`config.mk`:
```
export PLATFORM = sky130hd
export DESIGN_NAME = pwm_carrier_sequencer_flat
export DESIGN_NICKNAME = d
export VERILOG_FILES = /design/src/rtl/pwm_carrier_sequencer_if.sv /design/src/rtl/pwm_carrier_sequencer.sv /design/src/flat_wrapper.sv
export SDC_FILE = /design/constraint.sdc
export NUM_CORES = 1
export LEC_CHECK = 0
export CELL_PAD_IN_SITES_DETAIL_PLACEMENT = 0
export CELL_PAD_IN_SITES_GLOBAL_PLACEMENT = 1
export CORE_AREA = 8 8 72 74
export CTS_BUF_LIST = sky130_fd_sc_hd__clkbuf_16
export DETAILED_ROUTE_END_ITERATION = 8
export DIE_AREA = 0 0 80 82
export MAX_ROUTING_LAYER = met4
export PLACE_DENSITY = 0.79
export SYNTH_ARGS = -nofsm -noshare
export SYNTH_HDL_FRONTEND = slang
export SYNTH_SLANG_ARGS = --single-unit
```
`constraint.sdc`:
```
create_clock -name clk -period 1.5 [get_ports clk]
set_input_delay 0.15 -clock clk [delete_from_list [all_inputs] [get_ports clk]]
set_output_delay 0.15 -clock clk [all_outputs]
set_load 0.02 [all_outputs]
```
`src/rtl/pwm_carrier_sequencer_if.sv`:
```
// rtl/pwm_carrier_sequencer_if.sv - host duty-write port for the PWM carrier sequencer
interface pwm_carrier_sequencer_if #(
    parameter int CW  = 6,
    parameter int CHW = 1
);
    logic           cfg_valid;
    logic           cfg_ready;
    logic [CHW-1:0] cfg_ch;
    logic [CW-1:0]  cfg_duty;
    logic           cfg_err;

    modport master (output cfg_valid, cfg_ch, cfg_duty, input cfg_ready, cfg_err);
    modport slave  (input cfg_valid, cfg_ch, cfg_duty, output cfg_ready, cfg_err);
endinterface

```
`src/rtl/pwm_carrier_sequencer.sv`:
```
// rtl/pwm_carrier_sequencer.sv - run/stop sequencer and valley-synchronous duty commit
module pwm_carrier_sequencer #(
    parameter int CW  = 6,
    parameter int NCH = 2,
    parameter int CHW = 1
) (
    input  logic                      clk,
    input  logic                      rst,
    input  logic                      start,
    input  logic                      stop,
    input  logic [CW-1:0]             carrier,
    output logic                      carrier_hold,
    pwm_carrier_sequencer_if.slave    cfg,
    output logic                      commit,
    output logic                      running,
    output logic [NCH-1:0]            pwm_out
);
    typedef enum logic [1:0] {IDLE, ARMED, RUN, STOPPING} state_t;

    state_t         state, next_state;
    logic [CW-1:0]  shadow [NCH];
    logic [CW-1:0]  active [NCH];
    logic           pending;
    logic           err_q;
    logic           valley;
    logic           accept;
    logic           ch_ok;
    logic           do_commit;
    logic [CHW-1:0] ch;

    assign ch        = cfg.cfg_ch;
    // carrier==0 is only a real valley while the generator is free-running
    assign valley    = (carrier == '0) && !carrier_hold;
    assign accept    = cfg.cfg_valid && !valley;
    assign ch_ok     = int'(ch) < NCH;
    assign do_commit = valley && pending && (state != IDLE);

    assign cfg.cfg_ready = !valley;
    assign cfg.cfg_err   = err_q;
    assign running       = (state == RUN) || (state == STOPPING);

    always_comb begin
        next_state = state;
        case (state)
            IDLE:     if (start && !stop) next_state = ARMED;
            ARMED:    if (stop) next_state = IDLE;
                      else if (valley) next_state = RUN;
            RUN:      if (stop) next_state = STOPPING;
            STOPPING: if (valley) next_state = IDLE;
            default:  next_state = IDLE;
        endcase
    end

    always_ff @(posedge clk or posedge rst) begin
        if (rst) begin
            state        <= IDLE;
            carrier_hold <= 1'b1;
            pending      <= 1'b0;
            commit       <= 1'b0;
            err_q        <= 1'b0;
            for (int i = 0; i < NCH; i++) begin
                shadow[i] <= '0;
                active[i] <= '0;
            end
        end else begin
            state        <= next_state;
            carrier_hold <= (next_state == IDLE);
            commit       <= do_commit;
            err_q        <= accept && !ch_ok;
            // accept and do_commit are mutually exclusive because ready drops on the valley
            if (accept && ch_ok) begin
                pending <= 1'b1;
                for (int i = 0; i < NCH; i++)
                    if (int'(ch) == i) shadow[i] <= cfg.cfg_duty;
            end else if (do_commit) begin
                pending <= 1'b0;
                for (int i = 0; i < NCH; i++)
                    active[i] <= shadow[i];
            end
        end
    end

    always_comb begin
        pwm_out = '0;
        for (int i = 0; i < NCH; i++)
            pwm_out[i] = running && (carrier < active[i]);
    end
endmodule

```
`src/flat_wrapper.sv`:
```
// flat-port wrapper written by rule: the top's interface ports become plain ports
module pwm_carrier_sequencer_flat 
#(
    parameter int CW  = 6,
    parameter int NCH = 2,
    parameter int CHW = 1
)
  (clk, rst, start, stop, carrier, carrier_hold, commit, running, pwm_out, cfg_cfg_valid, cfg_cfg_ch, cfg_cfg_duty, cfg_cfg_ready, cfg_cfg_err);
  pwm_carrier_sequencer_if #(.CW(CW), .CHW(CHW)) cfg_i ();
  input  logic clk;
  input  logic rst;
  input  logic start;
  input  logic stop;
  input  logic [CW-1:0] carrier;
  output logic carrier_hold;
  output logic commit;
  output logic running;
  output logic [NCH-1:0] pwm_out;
  input wire logic [$bits(cfg_i.cfg_valid)-1:0] cfg_cfg_valid;
  input wire logic [$bits(cfg_i.cfg_ch)-1:0] cfg_cfg_ch;
  input wire logic [$bits(cfg_i.cfg_duty)-1:0] cfg_cfg_duty;
  output wire logic [$bits(cfg_i.cfg_ready)-1:0] cfg_cfg_ready;
  output wire logic [$bits(cfg_i.cfg_err)-1:0] cfg_cfg_err;
  assign cfg_i.cfg_valid = cfg_cfg_valid;
  assign cfg_i.cfg_ch = cfg_cfg_ch;
  assign cfg_i.cfg_duty = cfg_cfg_duty;
  assign cfg_cfg_ready = cfg_i.cfg_ready;
  assign cfg_cfg_err = cfg_i.cfg_err;
  pwm_carrier_sequencer #(.CW(CW), .NCH(NCH), .CHW(CHW)) u_core (.clk(clk), .rst(rst), .start(start), .stop(stop), .carrier(carrier), .carrier_hold(carrier_hold), .cfg(cfg_i), .commit(commit), .running(running), .pwm_out(pwm_out));
endmodule
```
* Word-level counts from Yosys, hierarchy flattened *
Index checks and enable logic that the tools add are counted.

operators by class
  equality and inequality tests = 3
  reduce and logical (&&, ||, !) cells = 19
  magnitude comparators = 2
  mux-type cells = 8
  bitwise operators = 2

operators with widths
  operator                                       number
  less-than comparator 6 bit                     2
  two-way mux 2 bit                              5
  case mux 2 bit (4 select lines)                1
  logical AND 1 bit                              7
  zero test 6 bit                                1
  AND reduction 2 bit                            3
  == test 2 bit, second input constant           2
  zero test 2 bit                                2
  nonzero test 2 bit                             2
  zero test 1 bit                                3
  == test 2 x 1 -> 1 bit, second input constant  1
  two-way mux 1 bit                              2
  inverter 1 bit                                 2
  logical OR 1 bit                               1

storage, ports and cells
  register bits = 29
  output and inout bits = 7
  input port bits = 18
  word-level logic and storage cells = 42

* Depth between registers and ports, before layout *
Gate-level depths: netlist of run 1.

  word-level depth = 6
  depth in mapped cells = 6
  mapped depth without buffers = 6

* Least setup slack after synthesis of run 1 *
OpenSTA, ideal clock, no wires.

  path type = register to output
  start point = reg u_core.active[1] (netlist bit)
  end point = out pwm_out[1]
  arrival time = 1.614 ns
  setup slack = -0.264 ns
  data required time = 1.350 ns
  stages on the path, launching flop included = 6
  buffers on the path = 0
  path through = dfrtp_1 -> inv_1 -> ha_1 -> a211oi_1 -> nor3_1 -> nor4b_1

between the ends
  word-level cells in the longest chain between the ends = 2

RTL lines
  element                           RTL line                     text
  start: declaration                pwm_carrier_sequencer.sv:22  logic [CW-1:0] active [NCH];
  start signal: indexed assignment  pwm_carrier_sequencer.sv:78  active[i] <= shadow[i];
  less-than comparator 6 bit        pwm_carrier_sequencer.sv:86  pwm_out[i] = running && (carrier < active[i]);
  logical AND 1 bit                 pwm_carrier_sequencer.sv:86
  end: declaration                  flat_wrapper.sv:18           output logic [NCH-1:0] pwm_out;

Every way passes these cells.

* Worst setup path after layout of run 1 *
Same ends and word-level chain as after synthesis.

==> results of run 1 <==
==> registers in the layout (all words and copies together), names as in the netlist <==
register,flops
u_core.active,12
u_core.shadow,12
u_core.state,2
u_core.carrier_hold,1
u_core.commit,1
u_core.pending,1
==> power by group <==
group          switching [mW]  internal [mW]
Combinational           0.140          0.230
Clock                   0.337          0.605
Sequential             0.0505          0.861
Total                   0.527           1.70
==> tightest hold or removal path, stage by stage <==
cell and delay, ps:
clkdlybuf4s50_1 390, inv_1 60, buf_4 330
==> cell usage in the layout (no fill, tap or decap), types with 2 or more instances in the layout <==
master	n
clkinv_2	2
buf_6	4
dfrtp_1	28
nand2b_1	3
a21oi_1	3
clkbuf_16	5
mux2_4	24
clkdlybuf4s50_1	12
ha_1	7
nor2b_1	3
a21oi_2	2
inv_2	3
dlygate4sd2_1	5
inv_1	9
ha_4	3
nand3_1	2
nor2_1	3
o21ai_1	2
buf_4	21
==> cells by family after synthesis <==
logic type | Yosys count
flip-flops | 29
multiplexers | 25
other | 1
AND/OR/NAND/NOR | 20
adder cells (fa/ha/maj) | 10
AO/OA/AOI/OAI | 11
buffers and inverters | 17
==> through the flow <==
stage	instance area [sq um]	hold slack (ps)
3_3_place_gp	1913	472.8
6_report	2196	248.0
5_1_grt	2196	308.9
2_1_floorplan	1515	227.4
4_1_cts	2167	251.2
3_5_place_dp	1913	480.0
==> final timing paths <==
kind                                      from             endpoint  depth (start not counted)
setup / recovery              u_core.active[1]           pwm_out[1]                          6
hold / removal                             rst     u_core.shadow[0]                          3
setup reg to reg           u_core.carrier_hold     u_core.shadow[8]                          4
hold reg to reg                 u_core.pending       u_core.pending                          2
max in group asynchronous                  rst  u_core.carrier_hold                          3
min in group clk                    carrier[5]       u_core.pending                          6
==> layer usage <==
layer	vias to the layer above	wire, um	track usage
li1	491	-	-
met1	485	1352	0.1157
met2	21	1671	0.1811
met3	7	155	0.04048
met4	0	82	0.06545
met5	-	0	-
==> area by class of cell <==
cell class	instances	area, sq um	area share
timing repair buffer	47	427.9	0.1949
multi-input combinational	67	788.3	0.3590
inverter	12	45.04	0.02051
clock buffer	5	125.1	0.05698
clock inverter	3	17.52	0.007977
sequential	29	726.9	0.3311
tap	52	65.06	0.02963
==> timing repair <==
action,in CTS,in global routing
endpoints found under the setup margin,30,26
buffers inserted,4,4
pin swaps,7,9
gates cloned,1,0
gates resized for setup,48,9
endpoints found under the hold margin,0,0
==> reports/qor.txt, run 1 <==
Status - finished, violations left
Failing checks - setup timing
Clock buffer count from CTS - 5
Register area share after synthesis - 0.4891
Worst EP arrival - 1610 ps
Post-Route WL - 3263 um
GRT Residual Overflow - 0
Synth area leaders - dfrtp_1, mux2_4, mux2_1
Ys flop type - dfrtp_1
Achievable Freq - 567.3 MHz
Core area - 0.004144 sq mm
Clock transition at path regs - 50 ps
Main combinational cell family by area after synthesis - multiplexers
Top-count cell post-synth - dfrtp_1
Vias in the first global route - 1,142
First-pass DRT Iterations - 4
Initial Util - 0.3587
Kind of critical path - flip-flop to primary output
CP max stage delay - 380 ps
RSZ-0062 raised after global routing - yes
Hold Buf Count CTS - 0
Non-Filler Instances - 215
Post-synth net total - 141
Synth async-reset ratio - 1.000
Largest net degree at the start of global routing - 30
Cell family with most CP delay - flip-flops
Slew Limit Fails - 0
Worst-case clock buffer depth - 2
Worst-path fanout max - 2
Syn_area_per_cell - 13.15 sq um
Post-Place Cells - 201
First-pass GRT wire length - 5409 um
Port Buffer Count - 23
Fin crit share - 1.175
EDFF count, synth - 0
Worst VDD drop - 0.5593 mV
Compound-Gate Fraction of Synth Area - 0.04798
Num rows - 24
Fill cell count - 344
Setup crit end kind - primary output
Post-DP HPWL - 2288 um
CP startpoint kind - flip-flop
Synth area leader - dfrtp_1
Finished Core Util - 0.5299
Height of the die - 82 um
Flop-to-flop setup slack - -10 ps
Yosys top cell area share - 0.4714
Crit-path cells - inv_2 -> ha_4 -> a211oi_2 -> nor3_2 -> nor4b_2 -> buf_4
Post-Place Worst Slack - -726.8 ps
CTS tree - done
Total GRT Usage - 0.1120
Via count - 1,004
Routed vias/inst - 4.670
Per-cell routed wire length - 15.18 um
Clock sink total - 29
Yosys reg bits - 29
Simple-Gate Fraction of Synth Area - 0.09596
Yosys warning count - 0
Die width - 80 um
Most frequent cells after synthesis - dfrtp_1, inv_1, mux2_1, mux2_4, ha_1
Ports - 25
Power Dens Cells - 1013 mW/mm^2
Mux cell area share after synthesis - 0.2197
Clock root buffer - clkbuf_16
Hold Path Class - input pin to async pin
Post-Synth XOR/XNOR Area - 0
DRT antenna net count - 0
Critical Path RT - 1350 ps
Final hold violations - 0
Max-cap violation count - 0
Layout cell share with drive strength beyond 1 - 0.4908
H-tree levels - 2
Final Critical Period - 1763 ps
Fin Clk Skew - 5.507 ps
Final setup vio count - 14
Initial antenna violation count - 0
Yosys cell types - 29
Clk_lat worst skew - 280 ps
Fin nets - 190
Cell count after synthesis - 113
Crit-path slowest cell - dfrtp_1
Total power - 2.224 mW
Pleak - 0.9955 nW
ANT cells - 0
DR DRC count - 0
Syn-to-layout area delta - 47.73%
Final TNS setup - -548.8 ps
WP buf/inv - 2
Mapped Area - 0.001486 sq mm
Die area - 0.006560 sq mm
DR iter-0 viols - 41
Final worst slack - -262.8 ps
Placer Congestion - 0.7957
Synth Area in Adders - 0.08418
No activity file was read; power rests on OpenSTA's default activity.
==> inputs of run 2 (changes only) <==
--- a/config.mk
+++ b/config.mk
@@ -13,6 +13,8 @@
 export DIE_AREA = 0 0 80 82
 export MAX_ROUTING_LAYER = met4
 export PLACE_DENSITY = 0.79
+export SLEW_MARGIN = 20
 export SYNTH_ARGS = -nofsm -noshare
 export SYNTH_HDL_FRONTEND = slang
 export SYNTH_SLANG_ARGS = --single-unit
+export TNS_END_PERCENT = 50
==> run 2 against run 1 <==
Net effect: the run still ends with setup timing left; setup slack worse by 6.9 ps; cell area is 0.17% higher; final cell count is 1.4% lower; critical path type unchanged; sequential power hardly changed; first-iteration DRC count is 39% lower; largest cell class unchanged; highest routed layer unchanged; utilization is 0.091 points higher.
==> reports/qor.txt, run 2 (synthesis gave the netlist of run 1 again) <==
Most frequent cells in the layout - dfrtp_1, mux2_4, buf_4, clkdlybuf4s50_1, inv_1 (unchanged)
Placer Congestion - 0.8319 (was 0.7957)
Die area - 0.006560 sq mm (unchanged)
Post-DP Area - 0.001838 sq mm (was 0.001913 sq mm)
Worst EP arrival - 1620 ps (was 1610 ps)
Largest registers - u_core.active x12, u_core.shadow x12, u_core.state x2 (unchanged)
Hold Buf Count CTS - 0 (unchanged)
Via count - 1,041 (was 1,004)
GRT Residual Overflow - 0 (unchanged)
Setup crit end kind - primary output (unchanged)
Worst-case clock buffer depth - 2 (unchanged)
DRT antenna net count - 0 (unchanged)
Worst-path fanout max - 2 (unchanged)
Power Dens Cells - 978.6 mW/mm^2 (was 1013 mW/mm^2)
Layout cell share with drive strength beyond 1 - 0.4563 (was 0.4908)
Initial Util - 0.3587 (unchanged)
Clock transition at path regs - 40 ps (was 50 ps)
Ports - 25 (unchanged)
Hold Path Class - input pin to async pin (unchanged)
Slew Limit Fails - 0 (unchanged)
CP max stage delay - 340 ps (was 380 ps)
Port Buffer Count - 23 (unchanged)
Core area - 0.004144 sq mm (unchanged)
DR iter-0 viols - 25 (was 41)
Pleak - 0.9867 nW (was 0.9955 nW)
Instance count on the critical path - 6 (unchanged)
RSZ-0062 raised after global routing - yes (unchanged)
Post-DP HPWL - 2247 um (was 2288 um)
Fin Clk Skew - 2.453 ps (was 5.507 ps)
Num rows - 24 (unchanged)
CTS tree - done (unchanged)
Height of the die - 82 um (unchanged)
ANT cells - 0 (unchanged)
Final instance area - 0.002200 sq mm (was 0.002196 sq mm)
Fin nets - 188 (was 190)
Critical Path RT - 1350 ps (about the same)
Die width - 80 um (unchanged)
FF/Latch Area - 726.9 sq um (unchanged)
Per-cell routed wire length - 16.94 um (was 15.18 um)
First-pass DRT Iterations - 3 (was 4)
WP buf/inv - 2 (unchanged)
Clock buffer count from CTS - 5 (unchanged)
Cell family with most CP delay - flip-flops (unchanged)
Initial antenna violation count - 0 (unchanged)
Failing checks - setup timing (unchanged)
Post-Route WL - 3591 um (was 3263 um)
Length in cells of the worst reg-to-reg path - 6 (was 4)
Crit-path slowest cell - dfrtp_1 (unchanged)
Fin crit share - 1.180 (was 1.175)
Clock root buffer - clkbuf_16 (unchanged)
Final setup vio count - 27 (was 14)
Crit-path cells - inv_1 -> ha_1 -> a21oi_2 -> nor2b_1 -> nor4b_2 -> buf_4 (was inv_2 -> ha_4 -> a211oi_2 -> nor3_2 -> nor4b_2 -> buf_4)
Multi-input logic area - 790.8 sq um (was 788.3 sq um)
Clock sink total - 29 (unchanged)
DR DRC count - 0 (unchanged)
Vias in the first global route - 1,142 (unchanged)
Clk_lat worst skew - 270 ps (was 280 ps)
Commonest non-fill, non-tap cell in the layout - dfrtp_1 (unchanged)
Status - finished, violations left (unchanged)
Achievable Freq - 565.1 MHz (was 567.3 MHz)
Final worst slack - -269.6 ps (was -262.8 ps)
Syn-to-layout area delta - 47.98% (was 47.73%)
Final Critical Period - 1770 ps (was 1763 ps)
Kind of critical path - flip-flop to primary output (unchanged)
Max-cap violation count - 0 (unchanged)
H-tree levels - 2 (unchanged)
Final hold violations - 0 (unchanged)
Largest net degree at the start of global routing - 30 (unchanged)
Total GRT Usage - 0.1178 (was 0.1120)
Worst VDD drop - 0.3953 mV (was 0.5593 mV)
Total power - 2.153 mW (was 2.224 mW)
Fill cell count - 335 (was 344)
Routed vias/inst - 4.910 (was 4.670)
CP startpoint kind - flip-flop (unchanged)
First-pass GRT wire length - 5692 um (was 5409 um)
==> run 2: report_power, final <==
| part | internal [mW] | total [mW] | switching [mW] |
|---|---|---|---|
| registers | 0.862 | 0.912 | 0.0498 |
| logic | 0.214 | 0.357 | 0.142 |
| clock network | 0.588 | 0.884 | 0.297 |
==> run 2: through the flow <==
step                instances  worst slack [ps]  hold WS (ps)  setup TNS (ps)    util
global route              212            -365.3         324.5           -3086  0.5308
finish                    212            -269.6         255.6           -1727  0.5308
global placement          194            -724.9         471.7          -14570  0.4435
CTS                       208            -253.6         263.9           -1480  0.5088
floorplan                 113            -46.74         227.4          -754.6       -
detailed placement        194            -789.6         476.7          -15890  0.4435
==> run 2: routing by layer <==
layer / vias to the layer above / part of all wire / GRT usage
li1: 485 / - / -
met1: 524 / 0.41 / 0.1225
met2: 24 / 0.50 / 0.1908
met3: 8 / 0.058 / 0.03720
met4: 0 / 0.031 / 0.07455
met5: - / 0 / -
==> run 2: path summary, 6_finish.rpt <==
path	from	endpoint	slack (ps)
worst min-delay path	rst	u_core.shadow[8]	260
max in group asynchronous	rst	u_core.carrier_hold	940
worst max-delay path	u_core.active[4]	pwm_out[1]	-270
min in group clk	carrier[2]	u_core.carrier_hold	450
worst min register to register	u_core.pending	u_core.pending	490
worst max register to register	u_core.carrier_hold	u_core.active[11]	-80
==> run 2: worst min-delay path: stages <==
cell	delay, ps
clkdlybuf4s50_1	400
inv_1	50
buf_4	330
==> run 2: what timing repair did <==
item / CTS / global route
buffers inserted: 7 / 6
gates cloned: 1 / 0
pin swaps: 10 / 7
resized for setup: 45 / 16
endpoints found under the setup margin: 29 / 27
==> run 2: layout make-up <==
class | count | share of cell area
flip-flops and latches | 29 | 0.3305
well taps | 52 | 0.02958
clock inverters | 2 | 0.003413
clock buffers | 5 | 0.05688
multi-input cells | 67 | 0.3595
inverters | 12 | 0.02048
repair buffers | 45 | 0.1997
==> inputs of run 3 (changes only) <==
--- a/config.mk
+++ b/config.mk
@@ -8,7 +8,6 @@
 export CELL_PAD_IN_SITES_DETAIL_PLACEMENT = 0
 export CELL_PAD_IN_SITES_GLOBAL_PLACEMENT = 1
 export CORE_AREA = 8 8 72 74
-export CTS_BUF_LIST = sky130_fd_sc_hd__clkbuf_16
 export DETAILED_ROUTE_END_ITERATION = 8
 export DIE_AREA = 0 0 80 82
 export MAX_ROUTING_LAYER = met4
==> run 3 against run 2 <==
Net effect: sequential power is 0.5% lower; non-clock buffer count is 8 lower; flip-flop and latch count stayed put; clock-buffer cell count is 2 higher; setup slack better by 33 ps; clock skew is 0.72 ps lower; the flow still finishes with violations (setup timing); first-iteration DRC count is 20% higher; total power is 13% lower; wire length is 12% lower; sequential share of layout area is 2.7 points higher; die area stayed put.
==> reports/qor.txt, run 3 (synthesis gave the netlist of run 1 again) <==
Placer Congestion - 0.8319 (unchanged)
Syn-to-layout area delta - 36.62% (was 47.98%)
Worst VDD drop - 0.2693 mV (was 0.3953 mV)
Fin nets - 180 (was 188)
Critical Path RT - 1350 ps (about the same)
WHS - 246.1 ps (was 255.6 ps)
Final worst slack - -236.9 ps (was -269.6 ps)
Num rows - 24 (unchanged)
Post-Route WL - 3150 um (was 3591 um)
GRT Residual Overflow - 0 (unchanged)
DR DRC count - 0 (unchanged)
Power Dens Cells - 922.2 mW/mm^2 (was 978.6 mW/mm^2)
CP startpoint kind - flip-flop (unchanged)
Multi-input logic area - 755.7 sq um (was 790.8 sq um)
Clock transition at path regs - 60 ps (was 40 ps)
Ports - 25 (unchanged)
Via count - 979 (was 1,041)
Initial antenna violation count - 0 (unchanged)
Commonest non-fill, non-tap cell in the layout - dfrtp_1 (unchanged)
GRT busiest layer - met2 (unchanged)
Core area - 0.004144 sq mm (unchanged)
Pleak - 0.9158 nW (was 0.9867 nW)
Hold Buf Count CTS - 0 (unchanged)
First-pass DRT Iterations - 4 (was 3)
Final setup vio count - 8 (was 27)
Clock sink total - 29 (unchanged)
Post-Place Worst Slack - -789.6 ps (unchanged)
Fill cell count - 364 (was 335)
Crit-path slowest cell - dfrtp_1 (unchanged)
Met2 usage - 0.1625 (was 0.1908)
H-tree levels - 2 (unchanged)
RSZ-0062 raised after global routing - yes (unchanged)
Port Buffer Count - 23 (unchanged)
Worst EP arrival - 1590 ps (was 1620 ps)
DR iter-0 viols - 30 (was 25)
Largest registers - u_core.active x12, u_core.shadow x12, u_core.state x2 (unchanged)
Slew Limit Fails - 0 (unchanged)
DRT antenna net count - 0 (unchanged)
Clock buffer count from CTS - 5 (unchanged)
Met1 usage - 0.1070 (was 0.1225)
Total GRT Usage - 0.1030 (was 0.1178)
Height of the die - 82 um (unchanged)
Routed vias/inst - 4.799 (was 4.910)
CTS tree - done (unchanged)
Layout cell share with drive strength beyond 1 - 0.3882 (was 0.4563)
Most frequent cells in the layout - dfrtp_1, mux2_4, clkdlybuf4s50_1, buf_4, inv_1 (was dfrtp_1, mux2_4, buf_4, clkdlybuf4s50_1, inv_1)
Final instance area - 0.002031 sq mm (was 0.002200 sq mm)
WP buf/inv - 2 (unchanged)
CP max stage delay - 340 ps (about the same)
Post-DP HPWL - 2247 um (unchanged)
ANT cells - 0 (unchanged)
Failing checks - setup timing (unchanged)
Die width - 80 um (unchanged)
Status - finished, violations left (unchanged)
Setup crit end kind - primary output (unchanged)
Fin crit share - 1.158 (was 1.180)
Met3 usage - 0.03501 (was 0.03720)
Final TNS setup - -637.4 ps (was -1727 ps)
Cell family with most CP delay - flip-flops (unchanged)
Clk_lat worst skew - 270 ps (about the same)
Worst-path fanout max - 2 (unchanged)
Crit-path cells - inv_1 -> ha_1 -> a211oi_2 -> nor3_1 -> nor4b_2 -> buf_4 (was inv_1 -> ha_1 -> a21oi_2 -> nor2b_1 -> nor4b_2 -> buf_4)
Kind of critical path - flip-flop to primary output (unchanged)
Die area - 0.006560 sq mm (unchanged)
Vias in the first global route - 1,075 (was 1,142)
Largest net degree at the start of global routing - 30 (unchanged)
Final Critical Period - 1737 ps (was 1770 ps)
First-pass GRT wire length - 5071 um (was 5692 um)
Worst-case clock buffer depth - 2 (unchanged)
Post-DP Area - 0.001838 sq mm (unchanged)
Clock root buffer - clkbuf_8 (was clkbuf_16)
Initial Util - 0.3587 (unchanged)
Final hold violations - 0 (unchanged)
Per-cell routed wire length - 15.44 um (was 16.94 um)
Achievable Freq - 575.7 MHz (was 565.1 MHz)
Hold Path Class - input pin to async pin (unchanged)
FF/Latch Area - 726.9 sq um (unchanged)
Max-cap violation count - 0 (unchanged)
Fin Clk Skew - 1.733 ps (was 2.453 ps)
run 3: worst paths after layout:
check                                    start             endpoint  slack [ps]  cells after the start
setup / recovery              u_core.active[1]           pwm_out[1]        -240                      6
hold / removal                             rst     u_core.shadow[8]         250                      3
setup reg to reg           u_core.carrier_hold    u_core.shadow[10]         -40                      5
hold reg to reg               u_core.active[4]     u_core.active[4]         480                      1
max in group asynchronous                  rst  u_core.carrier_hold         930                      3
min in group clk                    carrier[2]  u_core.carrier_hold         440                      6
run 3: where the power goes:
group	internal [mW]	switching (mW)	total (mW)	leakage, nW
combinational	0.205	0.133	0.338	0.506
sequential	0.860	0.0469	0.907	0.365
clock	0.363	0.265	0.628	0.0443
total	1.43	0.445	1.87	0.916
run 3: stage by stage:
| step | instances | util | total power, mW |
|---|---|---|---|
| 3_3_place_gp | 194 | 0.4435 | 1.210 |
| 6_report | 204 | 0.4900 | 1.873 |
| 4_1_cts | 204 | 0.4749 | 1.867 |
| 5_1_grt | 204 | 0.4900 | 1.964 |
| 3_5_place_dp | 194 | 0.4435 | 1.222 |
| 2_1_floorplan | 113 | - | 1.099 |
run 3: routing by layer:
layer | wire [um] | share of wire
met5 | 0 | 0
met4 | 96 | 0.030
met1 | 1321 | 0.42
met2 | 1524 | 0.48
met3 | 206 | 0.065
run 3: cell type report:
| type | instances | area share |
|---|---|---|
| clock buffer | 7 | 0.04251 |
| sequential | 29 | 0.3580 |
| inverter | 12 | 0.02218 |
| tap | 52 | 0.03204 |
| multi-input combinational | 67 | 0.3721 |
| timing repair buffer | 37 | 0.1731 |
run 3: what timing repair did:
action,4_1_cts,5_1_grt
pin swaps,8,6
cloned,0,0
setup endpoints to repair,29,26
buffers inserted,4,0
hold endpoints to repair,0,0
resized for setup,32,16
run 3: worst reg2reg max path, cell delays in order, from the launching register on:
cell	delay, ps
dfstp_2	550
nor4_4	50
nand2_2	140
and3b_2	240
buf_12	140
mux2_4	300
